<file path="config.mk">
export PLATFORM = sky130hd
export DESIGN_NAME = fifo_sample_reader
export DESIGN_NICKNAME = d
export VERILOG_FILES = /design/src/rtl/fifo_reader_pkg.sv /design/src/rtl/fifo_sample_reader_trig_detect.sv /design/src/rtl/fifo_sample_reader.sv
export SDC_FILE = /design/constraint.sdc
export NUM_CORES = 1
export LEC_CHECK = 0
export CAP_MARGIN = 20
export CORE_ASPECT_RATIO = 1.25
export CORE_MARGIN = 2
export CORE_UTILIZATION = 58
export CTS_CLUSTER_DIAMETER = 100
export CTS_CLUSTER_SIZE = 10
export DETAILED_ROUTE_END_ITERATION = 8
export GPL_ROUTABILITY_DRIVEN = 0
export GPL_TIMING_DRIVEN = 0
export PLACE_DENSITY = 0.89
export SLEW_MARGIN = 20
export SYNTH_ARGS = -nofsm -noshare
export SYNTH_HDL_FRONTEND = slang
export SYNTH_SLANG_ARGS = --single-unit
</file>
<file path="constraint.sdc">
create_clock -name clk_i -period 4.1 [get_ports clk_i]
set_clock_uncertainty 0.05 [all_clocks]
set_input_delay 0.82 -clock clk_i [delete_from_list [all_inputs] [get_ports clk_i]]
set_output_delay 0.82 -clock clk_i [all_outputs]
set_load 0.02 [all_outputs]
</file>
<file path="src/rtl/fifo_reader_pkg.sv">
// ============================================================================
// Module   : fifo_reader_pkg
// Brief    : Shared state encoding and default widths for the sample reader.
// Revision : 1.0 - initial release
// ============================================================================
`default_nettype none

package fifo_reader_pkg;

    localparam int c_DATA_SIZE = 12;
    localparam int c_LEN_SIZE  = 10;

    typedef enum logic [1:0] {
        IDLE    = 2'd0,
        ARMED   = 2'd1,
        CAPTURE = 2'd2
    } state_t;

endpackage

`default_nettype wire

</file>
<file path="src/rtl/fifo_sample_reader_trig_detect.sv">
// ============================================================================
// Module   : trig_detect
// Brief    : Holds the previous kept sample and flags a level crossing.
// Revision : 1.0 - initial release
// ============================================================================
`default_nettype none

module trig_detect
    import fifo_reader_pkg::*;
#(
    parameter int DATA_SIZE = c_DATA_SIZE
) (
    input  logic                 clk,
    input  logic                 rst,
    input  logic                 i_clr,
    input  logic                 i_sample_en,
    input  logic [DATA_SIZE-1:0] i_cur,
    input  logic [DATA_SIZE-1:0] i_level,
    input  logic                 i_rising,
    output logic                 o_hit
);

    logic [DATA_SIZE-1:0] r_prev;
    logic                 r_prev_valid;

    always_ff @(posedge clk) begin
        if (rst) begin
            r_prev       <= '0;
            r_prev_valid <= 1'b0;
        end else if (i_clr) begin
            r_prev_valid <= 1'b0;
        end else if (i_sample_en) begin
            r_prev       <= i_cur;
            r_prev_valid <= 1'b1;
        end
    end

    always_comb begin
        o_hit = 1'b0;
        if (r_prev_valid) begin
            if (i_rising)
                o_hit = (r_prev < i_level) && (i_cur >= i_level);
            else
                o_hit = (r_prev > i_level) && (i_cur <= i_level);
        end
    end

endmodule

`default_nettype wire

</file>
<file path="src/rtl/fifo_sample_reader.sv">
// ============================================================================
// Module   : fifo_sample_reader
// Brief    : FIFO read-side consumer: drain, level trigger, framed capture.
//            Optional decimation enabled by FIFO_READER_DECIM_EN.
// Revision : 1.0 - initial release
// ============================================================================
`default_nettype none

module fifo_sample_reader
    import fifo_reader_pkg::*;
#(
    parameter int DATA_SIZE = c_DATA_SIZE,
    parameter int LEN_SIZE  = c_LEN_SIZE
) (
    input  logic                 clk_i,
    input  logic                 rst_i,
    input  logic                 fifo_empty_i,
    input  logic [DATA_SIZE-1:0] fifo_data_i,
    output logic                 fifo_inc_o,
    input  logic                 arm_i,
    input  logic [DATA_SIZE-1:0] trig_level_i,
    input  logic                 trig_rising_i,
    input  logic [LEN_SIZE-1:0]  capture_len_i,
`ifdef FIFO_READER_DECIM_EN
    input  logic [7:0]           decim_i,
`endif
    output logic [DATA_SIZE-1:0] m_data_o,
    output logic                 m_valid_o,
    input  logic                 m_ready_i,
    output logic                 m_last_o,
    output logic                 busy_o,
    output logic                 triggered_o
);

    localparam logic [LEN_SIZE:0] c_ONE = {{LEN_SIZE{1'b0}}, 1'b1};

    state_t                r_state;
    state_t                w_state_next;
    logic [LEN_SIZE-1:0]   r_len;
    logic [DATA_SIZE-1:0]  r_level;
    logic                  r_rising;
    logic [LEN_SIZE:0]     r_count;
    logic [LEN_SIZE:0]     w_count_inc;
    logic [DATA_SIZE-1:0]  r_data;
    logic                  r_valid;
    logic                  r_last;
    logic                  w_arm;
    logic                  w_keep;
    logic                  w_pop;
    logic                  w_take;
    logic                  w_load;
    logic                  w_hit;
    logic                  w_done;

    assign w_arm       = (r_state == IDLE) && arm_i && (capture_len_i != '0);
    assign w_count_inc = r_count + c_ONE;
    assign w_done      = (r_count == {1'b0, r_len});
    assign w_take      = w_pop && w_keep && (r_state != IDLE);
    assign w_load      = w_take && ((r_state == CAPTURE) || w_hit);

`ifdef FIFO_READER_DECIM_EN
    logic [7:0] r_decim;
    logic [7:0] r_phase;

    // Phase 0 is the kept slot, so the first pop after arming is kept.
    assign w_keep = (r_phase == 8'd0);

    always_ff @(posedge clk_i) begin
        if (rst_i) begin
            r_decim <= 8'd0;
            r_phase <= 8'd0;
        end else if (w_arm) begin
            r_decim <= decim_i;
            r_phase <= 8'd0;
        end else if ((r_state != IDLE) && w_pop) begin
            r_phase <= (r_phase == r_decim) ? 8'd0 : r_phase + 8'd1;
        end
    end
`else
    assign w_keep = 1'b1;
`endif

    // Discarded samples never need the output slot, only kept ones do.
    always_comb begin
        w_pop = 1'b0;
        case (r_state)
            IDLE, ARMED: w_pop = !fifo_empty_i;
            CAPTURE:     w_pop = !fifo_empty_i && !w_done &&
                                 (!w_keep || !r_valid || m_ready_i);
            default:     w_pop = 1'b0;
        endcase
    end

    always_ff @(posedge clk_i) begin
        if (rst_i)
            r_state <= IDLE;
        else
            r_state <= w_state_next;
    end

    always_comb begin
        w_state_next = r_state;
        case (r_state)
            IDLE:    if (w_arm)                          w_state_next = ARMED;
            ARMED:   if (w_take && w_hit)                w_state_next = CAPTURE;
            CAPTURE: if (r_valid && m_ready_i && r_last) w_state_next = IDLE;
            default:                                     w_state_next = IDLE;
        endcase
    end

    // Count is zero while armed, so the trigger sample takes count 1.
    always_ff @(posedge clk_i) begin
        if (rst_i) begin
            r_len    <= '0;
            r_level  <= '0;
            r_rising <= 1'b0;
            r_count  <= '0;
            r_data   <= '0;
            r_valid  <= 1'b0;
            r_last   <= 1'b0;
        end else begin
            if (w_arm) begin
                r_len    <= capture_len_i;
                r_level  <= trig_level_i;
                r_rising <= trig_rising_i;
                r_count  <= '0;
            end
            if (w_load) begin
                r_data  <= fifo_data_i;
                r_valid <= 1'b1;
                r_last  <= (w_count_inc == {1'b0, r_len});
                r_count <= w_count_inc;
            end else if (r_valid && m_ready_i) begin
                r_valid <= 1'b0;
                r_last  <= 1'b0;
            end
        end
    end

    trig_detect #(
        .DATA_SIZE (DATA_SIZE)
    ) u_trig_detect (
        .clk         (clk_i),
        .rst         (rst_i),
        .i_clr       (w_arm),
        .i_sample_en (w_take && (r_state == ARMED)),
        .i_cur       (fifo_data_i),
        .i_level     (r_level),
        .i_rising    (r_rising),
        .o_hit       (w_hit)
    );

    assign fifo_inc_o  = w_pop;
    assign m_data_o    = r_data;
    assign m_valid_o   = r_valid;
    assign m_last_o    = r_last;
    assign busy_o      = (r_state != IDLE);
    assign triggered_o = (r_state == CAPTURE);

endmodule

`default_nettype wire

</file>
==> results.ini <==
[cts]
insertion_delay_ns = 0.35
h-tree-depth = 3
root_buffer = clkbuf_8
cts.sinks = 63
cts_buffers = 9
cts.clk_slew.worst_paths_ns = 0.07
post_cts_buffers = 0
post_cts_resized = 0
tritoncts = yes
cts.path.max_buffers = 2
cts-hold-fix-buffers = 0

[sta]
setup_ws_ns = 0.351
min_period_ns = 3.75
hold_viol = 0
fin_crit_sh_pct = 91.4
setup-violations-final = 0
tightest_slew_ns = 0.739
slew_headroom_pct = 50.3
grt_setup_unrepaired = false
slew_viol_final = 0
hold_slack_ns = 0.405
fin_tns_setup_ns = 0
fmax_mhz = 267

[power]
switching_share_pct = 27.9
switching_power_uw = 390
vdd_drop_max_mv = 0.217
powerDensity_mw_per_mm2 = 325
clock_power_share_pct = 38.1
leakage_uw = 0.00168
seqPwrFrac_pct = 46.3
p_comb_share_pct = 15.7
p_int_uw = 1010

[critical_path]
required_ns = 4.28
path_class = primary input to flop
worst_setup_path_end_kind = flop
cp.arrival_ns = 3.93
start_kind = primary input
crit_path_max_fanout = 10

[worst_hold_path]
hp-class = flop to flop

[floorplanning]
die_area_mm2 = 0.00661
fp.dieW_um = 73.1
initial_utilization_pct = 60.0
coreArea_mm2 = 0.00578
die_h_um = 90.4
ioPinCount = 57
rows = 31

[grt]
track_usage_pct = 30.1
antenna_found_initial = 0
grt_first_pass_wirelength_um = 15500
grt_max_degree = 12
first_global_vias = 3394
grt_overflow = 0

[run]
maxCapViolations = 0

[yosys]
synth.area.mux_share_pct = 0.289
synth_fp_nets = 511
syn_area_per_cell_um2 = 7.77
synth_edf_count = 0
synth_xor_area_share_pct = 4.80
yosysSeqAreaShare_pct = 36.4
synth_adder_area_share_pct = 9.03
synth-simple-area-share_pct = 25.6
ys_async_sr_fraction_pct = 0
netlist_area_mm2 = 0.00347
synth_ff_type = dfxtp_1
synth_top_family_by_area = simple AND/OR/NAND/NOR gates
syn_inst = 446
synth_compound_area_share_pct = 18.8
yosys.cell_types.count = 48
yosysWarnings = 0
ys_ff_latch = 63

[finish]
num-nets-final = 578
finalCoreUtilization_pct = 74.4
layout_common_cells = nand2_1 (80), dfxtp_1 (63), a21oi_1 (62)
syn_to_final_growth_pct = 24.0
num_antenna_cells = 0
multi_input_area_mm2 = 0.00203
drive_above_1_share_pct = 4.05
final_cells = 584
nFillCells = 437
final_common_cell = nand2_1
seq_area_mm2 = 0.00126

[route]
ant_nets = 0
viasPerCell = 6.07
drt-pass1-iter-count = 8
drt_iter0_markers = 226
vias = 3542
drt_wl_total_um = 9580
detail_route.wl_per_cell_um = 16.4
drc = 0

[placement]
place_inst = 568
port_buffers = 56
hpwl_um = 7140
dp_slack_ns = 0.0956

[run_status]
status = completed

[worst max-delay path, cell delays in order]
cell and delay [ns]:
clkdlybuf4s50_1 0.50, ha_1 0.37, a21oi_1 0.19, o21ai_0 0.10, a2111oi_0 0.63, a21oi_1 0.19
and3b_1 0.25, clkbuf_1 0.23, clkbuf_1 0.31, nor2_1 0.19, mux2i_1 0.15
[state kept, by name (all words and copies together) (netlist names), 2 cells and up]
| name | flops |
|---|---|
| m_data_o | 12 |
| r_level | 12 |
| u_trig_detect.r_prev | 12 |
| r_count | 11 |
| r_len | 10 |
| r_state | 2 |
[metrics by stage]
stage	area, um^2	total power (uW)
after floorplan	3470	782
after global placement	4110	864
after detailed placement	4110	873
after CTS	4300	1390
after global routing	4300	1450
final	4300	1400
[layout make-up]
cell class | count | area share [%]
Multi-Input combinational cell | 339 | 47.2
Sequential cell | 63 | 29.3
Timing Repair Buffer | 56 | 13.0
Clock buffer | 10 | 2.97
Buffer | 26 | 2.53
Tap cell | 66 | 1.92
Inverter | 18 | 1.57
Clock inverter | 6 | 1.43
[per-layer routing]
metal | GRT usage, % | vias to the layer above | share of wire, %
met1 | 34.0 | 1640 | 39
li1 | - | 1706 | -
met4 | 15.1 | 0 | 4.8
met5 | 0 | - | 0
met2 | 51.3 | 154 | 50
met3 | 7.25 | 42 | 6.4
[synthesized netlist by cell type, drive strengths merged (7+ instances only)]
cell	count	area, um^2
nor4	8	50.1
dfxtp	63	1260
buf	8	41.3
and3	9	56.3
nor2b	8	50.1
ha	25	313
a21oi	62	310
o21ai	20	100
clkbuf	18	67.6
o22ai	7	43.8
xor2	16	140
inv	18	67.6
nand4	11	68.8
nand2	80	300
nand3	22	110
nor2	14	52.6
[worst paths after layout]
kind              slack (ns)    endpoint  cells after the start             from
setup / recovery        0.35    m_last_o                     11  fifo_data_i[11]
hold / removal          0.41  r_level[6]                      2       r_level[6]
setup reg to reg        0.96    m_last_o                     11      r_level[11]
hold reg to reg         0.41  r_level[6]                      2       r_level[6]
[power groups by stage]
| stage | Sequential, uW | Combinational [uW] | Clock [uW] |
|---|---|---|---|
| 2_1_floorplan | 657 | 125 | 0 |
| 3_3_place_gp | 659 | 205 | 0 |
| 3_5_place_dp | 660 | 212 | 0 |
| 4_1_cts | 646 | 217 | 528 |
| 5_1_grt | 648 | 241 | 557 |
| 6_report | 647 | 219 | 532 |
[cells by family after synthesis]
group                    count (synthesis)
AO/OA/AOI/OAI                          112
buffers and inverters                   44
flip-flops                              63
XOR/XNOR                                19
AND/OR/NAND/NOR                        182
multiplexers                             1
adder cells (fa/ha/maj)                 25
Power figures use the tool's default switching activity.
